`src/rtl/hilo_md_ctrl.sv`:
```
// ---------------------------------------------------------------------------
// hilo_md_ctrl
// Iterative multiply/divide unit feeding the hi/lo register of the pipeline.
// A request accepted in IDLE runs 32 shift-add (mult/multu) or restoring
// shift-subtract (div/divu) iterations. It then spends one DONE cycle in
// which the sign-corrected result is presented together with a hilo_we pulse.
// Signed operands are reduced to magnitudes on capture. The signs are kept
// aside and applied to the result on the way out.
//
// Ports
//   clk       in   1   clock, rising edge
//   rst       in   1   synchronous active-high reset
//   start     in   1   EX-stage request to begin an operation
//   op        in   2   00 mult, 01 multu, 10 div, 11 divu
//   src_a     in  32   multiplicand / dividend
//   src_b     in  32   multiplier / divisor
//   flush     in   1   cancel any operation in flight
//   stallreq  out  1   pipeline stall request
//   busy      out  1   operation in progress (MUL, DIV, DONE)
//   hilo_we   out  1   one-cycle write enable for hi/lo
//   hi_o      out 32   high word / remainder
//   lo_o      out 32   low word / quotient
// ---------------------------------------------------------------------------
module hilo_md_ctrl (
    input  logic        clk,
    input  logic        rst,
    input  logic        start,
    input  logic [1:0]  op,
    input  logic [31:0] src_a,
    input  logic [31:0] src_b,
    input  logic        flush,
    output logic        stallreq,
    output logic        busy,
    output logic        hilo_we,
    output logic [31:0] hi_o,
    output logic [31:0] lo_o
);

    typedef enum logic [1:0] {
        ST_IDLE = 2'd0,
        ST_MUL  = 2'd1,
        ST_DIV  = 2'd2,
        ST_DONE = 2'd3
    } state_t;

    function automatic logic [31:0] neg32(input logic [31:0] v);
        return (~v) + 32'd1;
    endfunction

    function automatic logic [63:0] neg64(input logic [63:0] v);
        return (~v) + 64'd1;
    endfunction

    // Magnitude of a word; only signed ops interpret bit 31 as a sign.
    function automatic logic [31:0] mag32(input logic [31:0] v, input logic use_sign);
        return (use_sign && v[31]) ? neg32(v) : v;
    endfunction

    state_t      state_r;
    state_t      state_next_s;
    logic [4:0]  cnt_r;
    logic [63:0] acc_r;
    logic [31:0] opnd_r;
    logic        sign_a_r;
    logic        sign_b_r;
    logic [31:0] hi_r;
    logic [31:0] lo_r;
    logic        hilo_we_r;
    logic        busy_r;

    logic        signed_op_s;
    logic        in_sign_a_s;
    logic        in_sign_b_s;
    logic [31:0] mag_a_s;
    logic [31:0] mag_b_s;
    logic        zero_div_s;
    logic        accept_s;
    logic        last_iter_s;
    logic        stall_raw_s;

    logic [32:0] mul_sum_s;
    logic [63:0] mul_step_s;
    logic        div_ge_s;
    logic [31:0] div_sub_s;
    logic [63:0] div_step_s;
    logic [63:0] prod_fix_s;
    logic [31:0] quot_fix_s;
    logic [31:0] rem_fix_s;

    // Request decode: operand signs/magnitudes and acceptance condition.
    always_comb begin
        signed_op_s = ~op[0];
        in_sign_a_s = signed_op_s & src_a[31];
        in_sign_b_s = signed_op_s & src_b[31];
        mag_a_s     = mag32(src_a, signed_op_s);
        mag_b_s     = mag32(src_b, signed_op_s);
        zero_div_s  = op[1] & (src_b == 32'd0);
        accept_s    = (state_r == ST_IDLE) & start & ~flush;
        last_iter_s = (cnt_r == 5'd31);
    end

    // One iteration of each algorithm plus sign correction of the outcome.
    // Multiply: the multiplier sits in acc[31:0] and is consumed LSB first
    // while partial sums accumulate in the upper half. Divide: the dividend
    // shifts out of acc[31:0] into the remainder half and quotient bits fill
    // in from the bottom. The remainder is below the divisor, so a successful
    // subtract always fits in 32 bits.
    always_comb begin
        mul_sum_s  = {1'b0, acc_r[63:32]} + (acc_r[0] ? {1'b0, opnd_r} : 33'd0);
        mul_step_s = {mul_sum_s, acc_r[31:1]};
        div_ge_s   = (acc_r[63:31] >= {1'b0, opnd_r});
        div_sub_s  = acc_r[62:31] - opnd_r;
        div_step_s = div_ge_s ? {div_sub_s, acc_r[30:0], 1'b1}
                              : {acc_r[62:0], 1'b0};
        prod_fix_s = (sign_a_r ^ sign_b_r) ? neg64(mul_step_s) : mul_step_s;
        quot_fix_s = (sign_a_r ^ sign_b_r) ? neg32(div_step_s[31:0]) : div_step_s[31:0];
        rem_fix_s  = sign_a_r ? neg32(div_step_s[63:32]) : div_step_s[63:32];
    end

    // Next-state and stall decode; flush abandons an operation immediately.
    always_comb begin
        state_next_s = state_r;
        stall_raw_s  = 1'b0;
        case (state_r)
            ST_IDLE: begin
                if (accept_s) begin
                    stall_raw_s = 1'b1;
                    if (op[1] == 1'b0) begin
                        state_next_s = ST_MUL;
                    end else if (zero_div_s) begin
                        state_next_s = ST_DONE;
                    end else begin
                        state_next_s = ST_DIV;
                    end
                end else begin
                    state_next_s = ST_IDLE;
                end
            end
            ST_MUL, ST_DIV: begin
                stall_raw_s = 1'b1;
                if (flush) begin
                    state_next_s = ST_IDLE;
                end else if (last_iter_s) begin
                    state_next_s = ST_DONE;
                end else begin
                    state_next_s = state_r;
                end
            end
            ST_DONE: begin
                state_next_s = ST_IDLE;
            end
            default: begin
                state_next_s = ST_IDLE;
            end
        endcase
    end

    // Stall is dropped in DONE so the requesting instruction leaves EX with
    // its result; it is held low while reset is asserted.
    assign stallreq = stall_raw_s & ~rst;
    assign busy     = busy_r;
    assign hilo_we  = hilo_we_r;
    assign hi_o     = hi_r;
    assign lo_o     = lo_r;

    // State register.
    always_ff @(posedge clk) begin
        if (rst) begin
            state_r <= ST_IDLE;
        end else begin
            state_r <= state_next_s;
        end
    end

    // Datapath, counter and result registers. The result is loaded on the
    // edge entering DONE, so hi_o/lo_o are valid for the whole hilo_we cycle.
    always_ff @(posedge clk) begin
        if (rst) begin
            cnt_r     <= 5'd0;
            acc_r     <= 64'd0;
            opnd_r    <= 32'd0;
            sign_a_r  <= 1'b0;
            sign_b_r  <= 1'b0;
            hi_r      <= 32'd0;
            lo_r      <= 32'd0;
            hilo_we_r <= 1'b0;
            busy_r    <= 1'b0;
        end else begin
            hilo_we_r <= 1'b0;
            busy_r    <= (state_next_s != ST_IDLE);
            case (state_r)
                ST_IDLE: begin
                    if (accept_s) begin
                        cnt_r    <= 5'd0;
                        sign_a_r <= in_sign_a_s;
                        sign_b_r <= in_sign_b_s;
                        if (op[1]) begin
                            acc_r  <= {32'd0, mag_a_s};
                            opnd_r <= mag_b_s;
                        end else begin
                            acc_r  <= {32'd0, mag_b_s};
                            opnd_r <= mag_a_s;
                        end
                        // Divide by zero bypasses iteration entirely.
                        if (zero_div_s) begin
                            hi_r      <= src_a;
                            lo_r      <= 32'hFFFF_FFFF;
                            hilo_we_r <= 1'b1;
                        end
                    end
                end
                ST_MUL: begin
                    if (!flush) begin
                        acc_r <= mul_step_s;
                        cnt_r <= cnt_r + 5'd1;
                        if (last_iter_s) begin
                            hi_r      <= prod_fix_s[63:32];
                            lo_r      <= prod_fix_s[31:0];
                            hilo_we_r <= 1'b1;
                        end
                    end
                end
                ST_DIV: begin
                    if (!flush) begin
                        acc_r <= div_step_s;
                        cnt_r <= cnt_r + 5'd1;
                        if (last_iter_s) begin
                            hi_r      <= rem_fix_s;
                            lo_r      <= quot_fix_s;
                            hilo_we_r <= 1'b1;
                        end
                    end
                end
                default: begin
                    cnt_r <= cnt_r;
                end
            endcase
        end
    end

endmodule

```
`config.mk`:
```
export PLATFORM = sky130hd
export DESIGN_NAME = hilo_md_ctrl
export DESIGN_NICKNAME = d
export VERILOG_FILES = /design/src/rtl/hilo_md_ctrl.sv
export SDC_FILE = /design/constraint.sdc
export NUM_CORES = 1
export LEC_CHECK = 0
export BUFFER_PORTS_ARGS = -buffer_cell sky130_fd_sc_hd__buf_4
export CORE_MARGIN = 4
export CORE_UTILIZATION = 55
export DETAILED_ROUTE_END_ITERATION = 7
export PLACE_DENSITY_LB_ADDON = 0.25
export SLEW_MARGIN = 20
export SYNTH_ARGS = -nofsm -noshare
export SYNTH_HDL_FRONTEND = slang
export SYNTH_SLANG_ARGS = --single-unit
```
`constraint.sdc`:
```
create_clock -name clk -period 6.9 [get_ports clk]
set_input_delay 0.69 -clock clk [delete_from_list [all_inputs] [get_ports clk]]
set_output_delay 0.69 -clock clk [all_outputs]
set_load 0.01 [all_outputs]
```
Word-level counts from Yosys, hierarchy flattened
Cells that the tools add are included.
- bits in registers: 171
- bits of input ports: 70
- output and inout bits: 67
- word-level logic and storage cells: 100
- $add $sub $neg: 8
- order comparisons: 1
- eq/ne operators: 11
- muxes and demuxes: 43
- bitwise logic cells: 15
- reductions and logical operators: 12
- operator list (kind ; number):
    2-to-1 mux 32 bit ; 19
    2-to-1 mux 64 bit ; 5
    case mux 32 bit (3 select lines) ; 2
    case mux 64 bit (3 select lines) ; 1
    adder 32 x 1 -> 32 bit (second input constant) ; 4
    inverter 32 bit ; 4
    adder 64 x 1 -> 64 bit (second input constant) ; 1
    inverter 64 bit ; 1
    adder 32 x 32 -> 33 bit ; 1
    >= comparator 33 x 32 -> 1 bit ; 1
    logical NOT 32 bit ; 1
    subtractor 32 bit ; 1
    inequality test 2 bit (second input constant) ; 7
    2-to-1 mux 5 bit ; 2
    case mux 5 bit (2 select lines) ; 1
    2-to-1 mux 2 bit ; 4
    AND reduction 7 bit ; 1
    bitwise AND 1 bit ; 6
    2-to-1 mux 1 bit ; 6
    case mux 2 bit (3 select lines) ; 1
    adder 5 x 1 -> 5 bit (second input constant) ; 1
    equality test 5 bit (second input constant) ; 1
    equality test 2 bit (second input constant) ; 2
    case mux 1 bit (2 select lines) ; 2
    other kinds (11) ; 15

Depth between registers and ports, before layout
- word-level depth: 8
- mapped depth: 24
- mapped depth without buffers: 19

Worst setup path after synthesis
OpenSTA, ideal clock, no wires.
- path kind: reg-to-reg
- from: register acc_r[31]
- to: register hi_r[30], in the netlist hi_o[30]
- library setup time: 69 ps
- arrival time: 5115 ps
- data required time: 6831 ps
- setup slack: 1716 ps
- cell stages (with the launch flop): 23
- path buffers: 5
- clock period less this slack: 5184 ps
- cells stage by stage: dfxtp_1 -> clkbuf_1 -> inv_1 -> ha_1 -> nand2b_1 -> a211oi_1 -> o211ai_1 -> a311oi_1 -> or3_1 -> buf_4 -> buf_4 -> buf_2 -> buf_2 -> mux2i_1 -> ha_1 -> or3b_2 -> or3_1 -> mux2i_2 -> o2111ai_1 -> nor4_2 -> a41oi_1 -> xor2_1 -> o21ai_1
- cells in the longest elaborated chain, start to end: 8
- elaborated cells on any way between the ends: 14
- those cells by class: 3 x add/sub; 1 x order compare; 8 x mux; 2 x bitwise
- RTL lines (item ; line ; RTL):
    start, declared ; 62 ; logic [63:0] acc_r;
    start signal, assigned ; 198 ; acc_r <= {32'd0, mag_a_s};
    start signal, assigned ; 201 ; acc_r <= {32'd0, mag_b_s};
    start signal, assigned ; 214 ; acc_r <= mul_step_s;
    subtractor 32 bit / >= comparator 33 x 32 -> 1 bit (equally long branches) ; 112, 111 ;
    2-to-1 mux 64 bit ; 113 ; div_step_s = div_ge_s ? {div_sub_s, acc_r[30:0], 1'b1}
    inverter 32 bit ; 47 ; return (~v) + 32'd1;
    adder 32 x 1 -> 32 bit ; 47 ;
    2-to-1 mux 32 bit ; 117 ; rem_fix_s = sign_a_r ? neg32(div_step_s[63:32]) : div_step_s[63:32];
    2-to-1 mux 32 bit ; 227 ; if (last_iter_s) begin
    2-to-1 mux 32 bit ; 224 ; if (!flush) begin
    case mux 32 bit (3 select lines) * ; 191 ; case (state_r)
    end signal, assigned ; 206 ; hi_r <= src_a;
    end signal, assigned ; 217 ; hi_r <= prod_fix_s[63:32];
    end signal, assigned ; 228 ; hi_r <= rem_fix_s;
    end, declared ; 66 ; logic [31:0] hi_r;
Every way passes the cells marked *; elsewhere a longest branch is shown, timed or not. The select of a mux whose other input is x is not followed.
A chain may end at the register's enable or synchronous reset.

Worst setup path in the final report
- from: register acc_r[37]
- to: register hi_r[30], in the netlist hi_o[30]
Same word-level chain as after synthesis.

==> results.md <==
* Worst-path clk slew at 0.08 ns
* Reg2Reg Depth at 16
* Max_cap viols at 0
* Placed cell count at about 2,900
* DR DRC count at 0
* Final Setup Violations at 0
* Skew-Pair Late Insertion Delay at about 0.47 ns
* Core area at 0.0316 sq mm
* FILL cells at 3,028
* Total design power at between 3 and 4 mW
* EDFF count, synth at 0
* Outcome: finished, final reports clean
* Via Count at 20,000
* Largest net degree at the start of global routing at between 70 and 80
* First-pass GRT wire length at approximately 110,000 um
* Int Power at ~1.9 mW
* Fin nets at about 2,600
* Sequential fraction of the synthesis area at slightly below 20%
* Slew headroom at 25.2%
* Crit path max fanout at 16
* Worst R2R Start: acc_r[37]$_SDFFE_PP0P_
* Max Freq at about 170 MHz
* Placed cell areas at between 0.015 and 0.02 sq mm
* Die Wd at 187 um
* TNS Setup at 0 ns
* Core Util, Final at around three fifths
* Vias in the first global route at 18,600
* Critical path origin: acc_r[37]$_SDFFE_PP0P_
* CP arrival at 6.36 ns
* Synth-to-layout area growth at 9.17%
* Leading area contributor after synthesis: dfxtp_1
* GPL Wtd Cong at a little over 1
* Sequential share of power at ~34%
* P_leak at ~7.5 nW
* Clock share of power at roughly a third
* Drt first-iter violations at about 2,700
* Worst-Margin Slew at approximately 1.1 ns
* Switching Fraction at just over 40%
* Hold Fails Final Rpt at 0
* RSZ-0062 raised after global routing: false
* Post-Place Worst Slack at between 1 and 1.5 ns
* Worst Skew at roughly 0.012 ns
* Worst hold path depth at 2
* Netlist cell types at roughly 100
* Via/cell ratio at slightly below 7
* Min-Delay Startpoint: opnd_r[2]$_SDFFE_PP0P_
* Non-filler cells, final at approximately 2,900
* Rows at between 60 and 70
* HP Class: register to register
* Simple-gate share of the synthesized area at 25.1%
* Slew Viols, Final at 0
* Initial antenna violation count at 1
* Die area at around 0.035 sq mm
* Worst path required time at 7.30 ns
* Setup CP Type: register to register
* Pre-antenna DRT Iters at 8
* Hold_ws at 0.455 ns
* Final antenna-violating net count at 0
* CTS tree: built
* N_diodes at 0
* Main combinational cell family by area after synthesis: compound AO/OA/AOI/OAI gates
* Port buffer count at roughly 140
* Setup Buffers After CTS at 0
* Effective utilization at floorplan at a little under three fifths
* Share of layout cells above drive strength 1 at about a tenth
* Dpl hpwl at 56,000 um
* Syn_area_per_cell at 7.04 sq um
* Cell count after synthesis at between 2,000 and 3,000
* WHS Endpoint: opnd_r[2]$_SDFFE_PP0P_
* Main synth FF type: dfxtp_1
* Minimum clock period at ~6.0 ns
* Resize count post-CTS at 0
* I/O pins at approximately 140
* Die Y at between 150 and 200 um
* CTS buffer count at 17
* Post-synthesis mux area share at 2.88%
* Post-route cell area at 0.0193 sq mm
* Xor/xnor cell area share of the yosys netlist at roughly a tenth
* Yosys warning total at 0
* Adder-Cell Fraction of Synth Area at roughly 5.5%
* Worst setup EP type: register
* GRT Total Usage at between 30% and 40%
* Fin worst setup slack at 0.937 ns
* H-tree Lvls at 4
* Synth Net Count at 2,653
* CTS Hold Bufs at 0
* Wire length per cell at about 25 um
* Reg2reg setup slack at roughly 0.94 ns
* Synth Area in Compound Gates at 30.5%
* Worst VDD drop at ~200 uV
* Comb power frac at between 30% and 40%
* Cell Area, Synth at ~0.018 sq mm
* Worst r2r dst: hi_o[30]$_SDFFE_PP0P_
* Async S/R FF share, synth at 0%
* Area contributors post-synth: dfxtp_1, nor2_1, xnor2_1, a21oi_1, ha_1
* Grt total ovfl at 0
* CTS sink cnt at approximately 170
* Top cell type's share of synthesized area at between 10% and 20%
* Max Root-Sink Buffers at 2
* Register bit total from synthesis at 171
* P_sw at 1.31 mW
* Fin crit share at 86.4%
* Drt total wl at 73,100 um
* Cell Pwr Density at approximately 170 mW/mm^2
* Clock root cell: clkbuf_16
* CP Launch Type: register
how the worst max path moves through the flow:
stage,to,slack (ns)
floorplan,hi_o[30]$_SDFFE_PP0P_,1.72
global placement,hi_o[30]$_SDFFE_PP0P_,1.24
detailed placement,hi_o[30]$_SDFFE_PP0P_,1.05
CTS,hi_o[30]$_SDFFE_PP0P_,1.05
global route,hi_o[30]$_SDFFE_PP0P_,0.61
finish,hi_o[30]$_SDFFE_PP0P_,0.94
metal layers:
layer  routed length [um]  track usage, %  share of wire [%]  vias to the layer above
li1                     -               -                  -                     9127
met1                28200            49.2                 39                     9340
met2                31600            61.1                 43                     1248
met3                 8430            12.4                 12                      248
met4                 4910            23.0                6.7                        2
met5                   11               0              0.015                        -
layout make-up:
| cell class | instances | area, sq um | area share (%) |
|---|---|---|---|
| Multi-Input combinational cell | 2058 | 13200 | 68.6 |
| Sequential cell | 171 | 3420 | 17.8 |
| Timing Repair Buffer | 165 | 1240 | 6.43 |
| Tap cell | 402 | 503 | 2.61 |
| Clock buffer | 17 | 425 | 2.21 |
| Inverter | 75 | 282 | 1.46 |
| Clock inverter | 15 | 171 | 0.890 |
cell usage in the layout, fill, tap and decap left out, drive strengths merged, types with 17 or more instances in the layout:
cell and n:
o21ai 116, a31oi 29, nor3 120, a21oi 201
ha 75, buf 165, nand4 26, o211ai 33
a21o 28, a22oi 51, inv 82, or3 33
a211oi 72, a221oi 45, xor2 84, xnor2 125
o31ai 22, nor4 24, nor2 400, clkbuf 17
dfxtp 171, nand3 37, mux2i 38, nand2 194
o21a 26
registers in the layout, summed over array words and instances, names as in the netlist:
| name | flops |
|---|---|
| acc_r | 64 |
| busy | 1 |
| cnt_r | 5 |
| hi_o | 32 |
| hilo_we | 1 |
| lo_o | 32 |
| opnd_r | 32 |
| sign_a_r | 1 |
| sign_b_r | 1 |
| state_r | 2 |
kinds of logic (layout without fill, tap and decap cells):
family	Yosys count	in the layout
flops	171	171
buf+inv	277	272
fa+ha+maj	77	77
mux	49	49
compound gates	771	771
simple gates	952	952
xor+xnor	209	209
power groups by stage:
stage | combinational [mW] | sequential, mW | clock, mW
4_1_cts | 1.06 | 1.09 | 1.01
2_1_floorplan | 0.762 | 1.07 | 0
3_3_place_gp | 1.04 | 1.11 | 0
3_5_place_dp | 1.05 | 1.11 | 0
6_report | 1.09 | 1.10 | 1.01
5_1_grt | 1.16 | 1.10 | 1.05
worst max-delay path: stages (launching register included):
cell and delay, ns:
dfxtp_1 0.39, ha_1 0.47, nand4_1 0.30, nor4_1 0.34
a31oi_1 0.12, o41ai_1 0.52, or3_2 0.51, mux2i_1 0.34
ha_1 0.26, or3b_2 0.48, or3_1 0.38, mux2i_2 0.31
o2111ai_1 0.35, nor4_2 0.55, a41oi_1 0.21, xor2_1 0.20
o21ai_1 0.15
synth_stat cells, drive strengths merged, types with 14 or more instances:
cell and n:
a211oi 72, a21o 28, a21oi 201, a221o 16, a221oi 45, a22oi 51
a311oi 14, a31oi 29, and2 16, and3 16, buf 54, clkbuf 148
dfxtp 171, ha 75, inv 74, mux2i 38, nand2 194, nand3 37
nand4 26, nor2 400, nor3 120, nor4 24, o211ai 33, o21a 26
o21ai 116, o31ai 22, o41ai 16, or3 33, xnor2 125, xor2 84
Power figures use the tool's default switching activity.
